==> src/rtl/multi_ball_renderer.sv <==
// Three-stage pixel colour pipeline drawing N_BALLS filled circles over a safe-zone/background map.
// Ball state is shadowed once per frame; colour and o_disp_enbl trail the coordinates by 3 cycles.
module multi_ball_renderer #(
  parameter int SCREEN_WIDTH = 800,
  parameter int SCREEN_HEIGHT = 600,
  parameter int N_BALLS = 4,
  parameter int BALL_RADIUS = 20,
  parameter logic [12*N_BALLS-1:0] BALL_COLORS = {N_BALLS{12'hF00}},
  parameter logic [11:0] SAFE_COLOR = 12'h0F0,
  parameter logic [11:0] BKG_COLOR = 12'h00F,
  parameter int BLINK_SHIFT = 4,
  localparam int XW = $clog2(SCREEN_WIDTH),
  localparam int YW = $clog2(SCREEN_HEIGHT)
) (
  input  logic                  i_clk,
  input  logic                  i_rst,
  input  logic                  i_frame_start,
  input  logic [XW*N_BALLS-1:0] i_ball_x,
  input  logic [YW*N_BALLS-1:0] i_ball_y,
  input  logic [N_BALLS-1:0]    i_ball_en,
  input  logic [N_BALLS-1:0]    i_ball_blink,
  input  logic                  i_disp_enbl,
  input  logic [10:0]           i_h_coord,
  input  logic [9:0]            i_v_coord,
  output logic [XW-1:0]         o_screen_x,
  output logic [YW-1:0]         o_screen_y,
  output logic                  o_is_pixel_valid,
  input  logic                  i_is_safe,
  output logic [3:0]            o_red,
  output logic [3:0]            o_green,
  output logic [3:0]            o_blue,
  output logic                  o_disp_enbl
);

  localparam logic [10:0] H_LIMIT = 11'(SCREEN_WIDTH);
  localparam logic [9:0]  V_LIMIT = 10'(SCREEN_HEIGHT);
  localparam logic [23:0] RADIUS_SQ = 24'(BALL_RADIUS * BALL_RADIUS);

  // Safe-map address path is purely combinational so the memory's 1-cycle read lines up with stage 2.
  assign o_screen_x       = i_h_coord[XW-1:0];
  assign o_screen_y       = i_v_coord[YW-1:0];
  assign o_is_pixel_valid = i_disp_enbl && (i_h_coord < H_LIMIT) && (i_v_coord < V_LIMIT);

  logic [XW*N_BALLS-1:0] x_sh;
  logic [YW*N_BALLS-1:0] y_sh;
  logic [N_BALLS-1:0]    en_sh;
  logic [N_BALLS-1:0]    blink_sh;
  logic [BLINK_SHIFT:0]  frame_cnt;

  always_ff @(posedge i_clk or posedge i_rst) begin
    if (i_rst) begin
      x_sh      <= '0;
      y_sh      <= '0;
      en_sh     <= '0;
      blink_sh  <= '0;
      frame_cnt <= '0;
    end else if (i_frame_start) begin
      x_sh      <= i_ball_x;
      y_sh      <= i_ball_y;
      en_sh     <= i_ball_en;
      blink_sh  <= i_ball_blink;
      frame_cnt <= frame_cnt + 1'b1;
    end
  end

  logic [N_BALLS-1:0] visible;
  always_comb begin
    visible = '0;
    for (int k = 0; k < N_BALLS; k++) begin
      visible[k] = en_sh[k] && !(blink_sh[k] && frame_cnt[BLINK_SHIFT]);
    end
  end

  // Stage 1: signed offsets from each centre; widths cover every coordinate pair without wrap.
  logic signed [11:0] dx_d [N_BALLS];
  logic signed [10:0] dy_d [N_BALLS];
  logic signed [11:0] dx_q [N_BALLS];
  logic signed [10:0] dy_q [N_BALLS];
  logic               de1_q;

  always_comb begin
    for (int k = 0; k < N_BALLS; k++) begin
      dx_d[k] = 12'(i_h_coord) - 12'(x_sh[XW*k +: XW]);
      dy_d[k] = 11'(i_v_coord) - 11'(y_sh[YW*k +: YW]);
    end
  end

  always_ff @(posedge i_clk or posedge i_rst) begin
    if (i_rst) begin
      for (int k = 0; k < N_BALLS; k++) begin
        dx_q[k] <= '0;
        dy_q[k] <= '0;
      end
      de1_q <= 1'b0;
    end else begin
      for (int k = 0; k < N_BALLS; k++) begin
        dx_q[k] <= dx_d[k];
        dy_q[k] <= dy_d[k];
      end
      de1_q <= i_disp_enbl;
    end
  end

  // Stage 2: squared distance against radius; squares stay below 2^23 so 24-bit signed math is exact.
  logic signed [23:0] dx_ext [N_BALLS];
  logic signed [23:0] dy_ext [N_BALLS];
  logic [23:0]        dist_sq [N_BALLS];
  logic [N_BALLS-1:0] hit_d;
  logic [N_BALLS-1:0] hit_q;
  logic               safe2_q;
  logic               de2_q;

  always_comb begin
    hit_d = '0;
    for (int k = 0; k < N_BALLS; k++) begin
      dx_ext[k]  = {{12{dx_q[k][11]}}, dx_q[k]};
      dy_ext[k]  = {{13{dy_q[k][10]}}, dy_q[k]};
      dist_sq[k] = 24'(dx_ext[k] * dx_ext[k]) + 24'(dy_ext[k] * dy_ext[k]);
      hit_d[k]   = (dist_sq[k] <= RADIUS_SQ) && visible[k];
    end
  end

  always_ff @(posedge i_clk or posedge i_rst) begin
    if (i_rst) begin
      hit_q   <= '0;
      safe2_q <= 1'b0;
      de2_q   <= 1'b0;
    end else begin
      hit_q   <= hit_d;
      safe2_q <= i_is_safe;
      de2_q   <= de1_q;
    end
  end

  // Stage 3: lowest-index ball wins, then safe zone, then background; blanking forces black.
  logic [11:0] color_d;
  logic [11:0] color_q;
  logic        de3_q;

  always_comb begin
    color_d = safe2_q ? SAFE_COLOR : BKG_COLOR;
    for (int k = N_BALLS - 1; k >= 0; k--) begin
      if (hit_q[k]) begin
        color_d = BALL_COLORS[12*k +: 12];
      end
    end
    if (!de2_q) begin
      color_d = '0;
    end
  end

  always_ff @(posedge i_clk or posedge i_rst) begin
    if (i_rst) begin
      color_q <= '0;
      de3_q   <= 1'b0;
    end else begin
      color_q <= color_d;
      de3_q   <= de2_q;
    end
  end

  assign o_red       = color_q[11:8];
  assign o_green     = color_q[7:4];
  assign o_blue      = color_q[3:0];
  assign o_disp_enbl = de3_q;

endmodule
==> config.mk <==
export PLATFORM = sky130hd
export DESIGN_NAME = multi_ball_renderer
export DESIGN_NICKNAME = d
export VERILOG_FILES = /design/src/rtl/multi_ball_renderer.sv
export SDC_FILE = /design/constraint.sdc
export NUM_CORES = 2
export LEC_CHECK = 0
export CORE_ASPECT_RATIO = 1.75
export CORE_MARGIN = 5
export CORE_UTILIZATION = 55
export DETAILED_ROUTE_END_ITERATION = 16
export GPL_ROUTABILITY_DRIVEN = 0
export HOLD_SLACK_MARGIN = 0.03
export PLACE_DENSITY = 0.74
export SLEW_MARGIN = 10
export SYNTH_ARGS = -nofsm -noshare
export SYNTH_HDL_FRONTEND = slang
export SYNTH_SLANG_ARGS = --single-unit
export TNS_END_PERCENT = 1
==> constraint.sdc <==
create_clock -name i_clk -period 17.4 [get_ports i_clk]
set_input_delay 3.48 -clock i_clk [delete_from_list [all_inputs] [get_ports i_clk]]
set_output_delay 3.48 -clock i_clk [all_outputs]
set_load 0.05 [all_outputs]
# Word level (Yosys, flattened, before mapping)
# Index checks and enable logic that the tools add are counted.
dict set report totals {
  elab_cells 70
  output_inout_bits 34
  regBits 205
}
dict set report classes {
  n_mul 8
  mux 6
  n_addsub 13
  reduce_logical 18
  magnitude_cmp 6
}
# operator n
set ops {}
lappend ops {{$add 24x22->24} 4}
lappend ops {{$le 24x9->1 const B} 4}
lappend ops {{$mul 12x12->24} 4}
lappend ops {{$mul 11x11->22} 4}
lappend ops {{$mux 12} 5}
lappend ops {{$sub 11x10->12} 4}
lappend ops {{$sub 10x10->11} 4}
lappend ops {{$logic_and 1x1->1} 14}
lappend ops {{$lt 11x10->1 const B} 1}
lappend ops {{$lt 10x10->1 const B} 1}
lappend ops {{$mux 8} 1}
lappend ops {{$add 5x1->5 const B} 1}
lappend ops {{$logic_not 1->1} 4}

# Logic depth before layout (Yosys ltp)
dict set report logic_depth {
  depth_word 6
  ltp_mapped 27
  depth_no_buf 25
}

# Least setup slack after synthesis
# Ideal clock, no wire load.
dict set report synth_path {
  path_type {input to output}
  start {in i_v_coord[3]}
  end {out o_is_pixel_valid}
  required_time_ps 13920
  stages 3
  arrival_time_ps 4702
  setup_slack_ps 9218
  path_buffers 0
  cell_sequence {a21o_1 > a211o_1 > a21oi_1}
}
dict set report synth_between {
  elab_chain_len 2
}
# element line
set synth_rtl {}
lappend synth_rtl {{start, declared} 24} ;# input logic [9:0] i_v_coord,
lappend synth_rtl {{$lt 10x10->1} 42} ;# assign o_is_pixel_valid = i_disp_enbl && (i_h_coord < H_LIMIT) && (i_v_coord < V_LIMIT);
lappend synth_rtl {{$logic_and 1x1->1} 42}
lappend synth_rtl {{end, declared} 27} ;# output logic o_is_pixel_valid,
# Every way passes these cells.

# Final worst setup path
dict set report layout_path {
  start {in i_h_coord[7]}
  end {out o_is_pixel_valid}
}
dict set report layout_between {
  elab_chain_len 3
}
# element line
set layout_rtl {}
lappend layout_rtl {{start, declared} 23} ;# input logic [10:0] i_h_coord,
lappend layout_rtl {{$lt 11x10->1} 42}
lappend layout_rtl {{$logic_and 1x1->1 (2 in series)} 42}
# Every way passes these cells.

==> results_dict.tcl <==
set metrics [dict create \
    cp-end-kind "output pin" \
    wl_met2_um 63900 \
    top_layer_used "met5" \
    critPathRequiredTime_ps 13920 \
    synthTopCellsByArea "fa_1 46%, inv_1 11%, ha_1 11%" \
    cap_violations 0 \
    slew_violations 0 \
    cts_resized 0 \
    ys_ff_latch 196 \
    die_area_um2 94000 \
    start_util 0.555 \
    via_per_inst 5.36 \
    wl_met1_um 38900 \
    fillCellCount 7457 \
    htree_num_levels 4 \
    tightest_slew_ps 1050 \
    synthFlopType "dfrtp_1" \
    hold_class "flip-flop to flip-flop" \
    ff_latch_area_um2 4900 \
    hold_viol_final 0 \
    yosysSeqAreaShare 0.102 \
    num_vias 33412 \
    slew_headroom 0.298 \
    dpl.hpwl_um 101000 \
    multiInputGateArea_um2 37200 \
    ant_nets 0 \
    rsz0062_at_grt "no" \
    track_usage 0.261 \
    grt_max_degree 137 \
    setup_viol 0 \
    die_x_um 234 \
    fin_skew_ps 24.9 \
    layout_commonest_cell "inv_1" \
    setup_tns_ps 0 \
    layout.nets 6694 \
    firstDrtPassIters 7 \
    numCtsBuffers 17 \
    critPathLaunchType "input pin" \
    yosysWarnings 0 \
    wl_met3_um 5770 \
    synthesis.area_um2 48200 \
    wirelength_um 117000 \
    crit_fanout 6 \
    drt_iter0_drc 1768 \
    syn_to_final_growth_pct 6.04 \
    grt_pass1_vias 37918 \
    cts_tree "built" \
    synth.distinct_cells 81 \
    num_io_pins 148 \
    status "completed" \
    fp.coreArea_um2 87000 \
    synth-async-reset-ratio 1.00 \
    grt_overflow 0 \
    cts_setup_buffers 0 \
    wl_per_cell_um 18.8 \
    die_h_um 402 \
    ctsHoldBuffers 0 \
    clk_pin_slew_ps 80 \
    syn_avg_cell_area_um2 9.58 \
    synth_edf_count 0 \
    final_cell_mix "1,452 x inv_1, 1,112 x fa_1, 410 x ha_1" \
    clkLatencyLatePin_ps 500 \
    post-route-period-util 0.556 \
    root_buffer "clkbuf_16" \
    fin_crit_ps 9680 \
    cts_buffer_depth 2 \
    num_rows 143 \
    drive_above_1_share 0.0187 \
    grt_pass1_wl_um 190000 \
    cts_sinks 196 \
    worstSetupPathType "input pin to output pin" \
    synth_top_cell_by_area "fa_1" \
    crit_arrival_ps 6200 \
    antenna_found_initial 7 \
    syn_inst 5037 \
    synth_top_area_share 0.462 \
    fmax_ghz 0.103 \
    drc_errors 0 \
    port_buffers 147 \
]
[flip-flops by register name, summed over array words and instances, names as in the netlist, 3 cells and up]
register   count
blink_sh       4
color_q        3
dx_ext        48
dy_ext        44
en_sh          4
frame_cnt      5
hit_q          4
x_sh          40
y_sh          40
[routing by layer]
metal,GRT usage,vias to the layer above
met5,0,-
met4,0.163,2
met3,0.0313,383
met2,0.476,1041
met1,0.284,17124
li1,-,14862
[area by class of cell]
type                    count  share of cell area
flip-flops and latches    196              0.0959
clock buffers              17             0.00832
clock inverters            15             0.00301
multi-input cells        3229               0.727
well taps                1160              0.0284
diodes                      7            0.000342
inverters                1457               0.107
repair buffers            157              0.0303
[synthesized netlist by cell type, types with 5 or more instances]
library cell,n
nor3b_1,6
nor3_1,18
nor2b_1,34
nor4_1,11
nor4b_1,5
nand2_1,403
nand4_1,8
and3_1,20
mux2i_1,18
clkbuf_1,124
xor2_1,50
a21o_1,38
and2_1,198
o21ai_0,164
a2111oi_0,8
dfrtp_1,196
a21boi_0,34
a311oi_1,9
a211oi_1,8
inv_1,1453
or2_2,16
ha_1,410
nand3_1,38
mux2_2,19
o31ai_1,5
o21a_1,5
or3_1,9
nor2_1,230
fa_1,1112
o21bai_1,5
nand2b_1,45
o211ai_1,20
o2111ai_1,9
xnor2_1,102
a31oi_1,13
o21ai_1,5
buf_4,29
a211o_1,12
a21oi_1,75
[stage by stage]
step                      utilization  std cells  hold slack, ps  cell area [µm²]  setup slack, ps
after CTS                       0.588       6231             372            51100             7790
after floorplan                     -       5038             331            48200             8580
after detailed placement        0.581       6199             354            50600             7800
final                           0.588       6238             369            51100             7720
after global placement          0.581       6199             335            50600             7830
after global routing            0.588       6234             383            51100             7750
[cells by family after synthesis]
| kind of cell | after synthesis | share of synthesized area |
|---|---|---|
| AO/OA/AOI/OAI | 461 | 0.0623 |
| XOR/XNOR | 155 | 0.0290 |
| adder cells (fa/ha/maj) | 1522 | 0.568 |
| buffers and inverters | 1613 | 0.128 |
| flip-flops | 196 | 0.102 |
| multiplexers | 37 | 0.00817 |
| other | 1 | 0.0000777 |
| AND/OR/NAND/NOR | 1052 | 0.103 |
[worst paths after layout]
kind                              start          endpoint  slack, ps  cells past startpoint
max                        i_h_coord[7]  o_is_pixel_valid       7720                      5
min                               de1_q             de2_q        370                      0
max reg2reg                   dy_ext[0]          hit_q[3]       9780                     18
min reg2reg                       de1_q             de2_q        370                      0
max in group asynchronous         i_rst        dy_ext[55]      12310                      3
min in group asynchronous         i_rst          x_sh[20]       3520                      2
[critical path, cell delays in order]
cell and delay (ps):
clkdlybuf4s50_1 580, o311ai_0 440, nand3_1 270, a21oi_1 490, clkdlybuf4s50_1 920
Power is left out: the tool's default activity adds up to more than one toggle a clock period on the data nets, which glitch-free logic cannot reach.
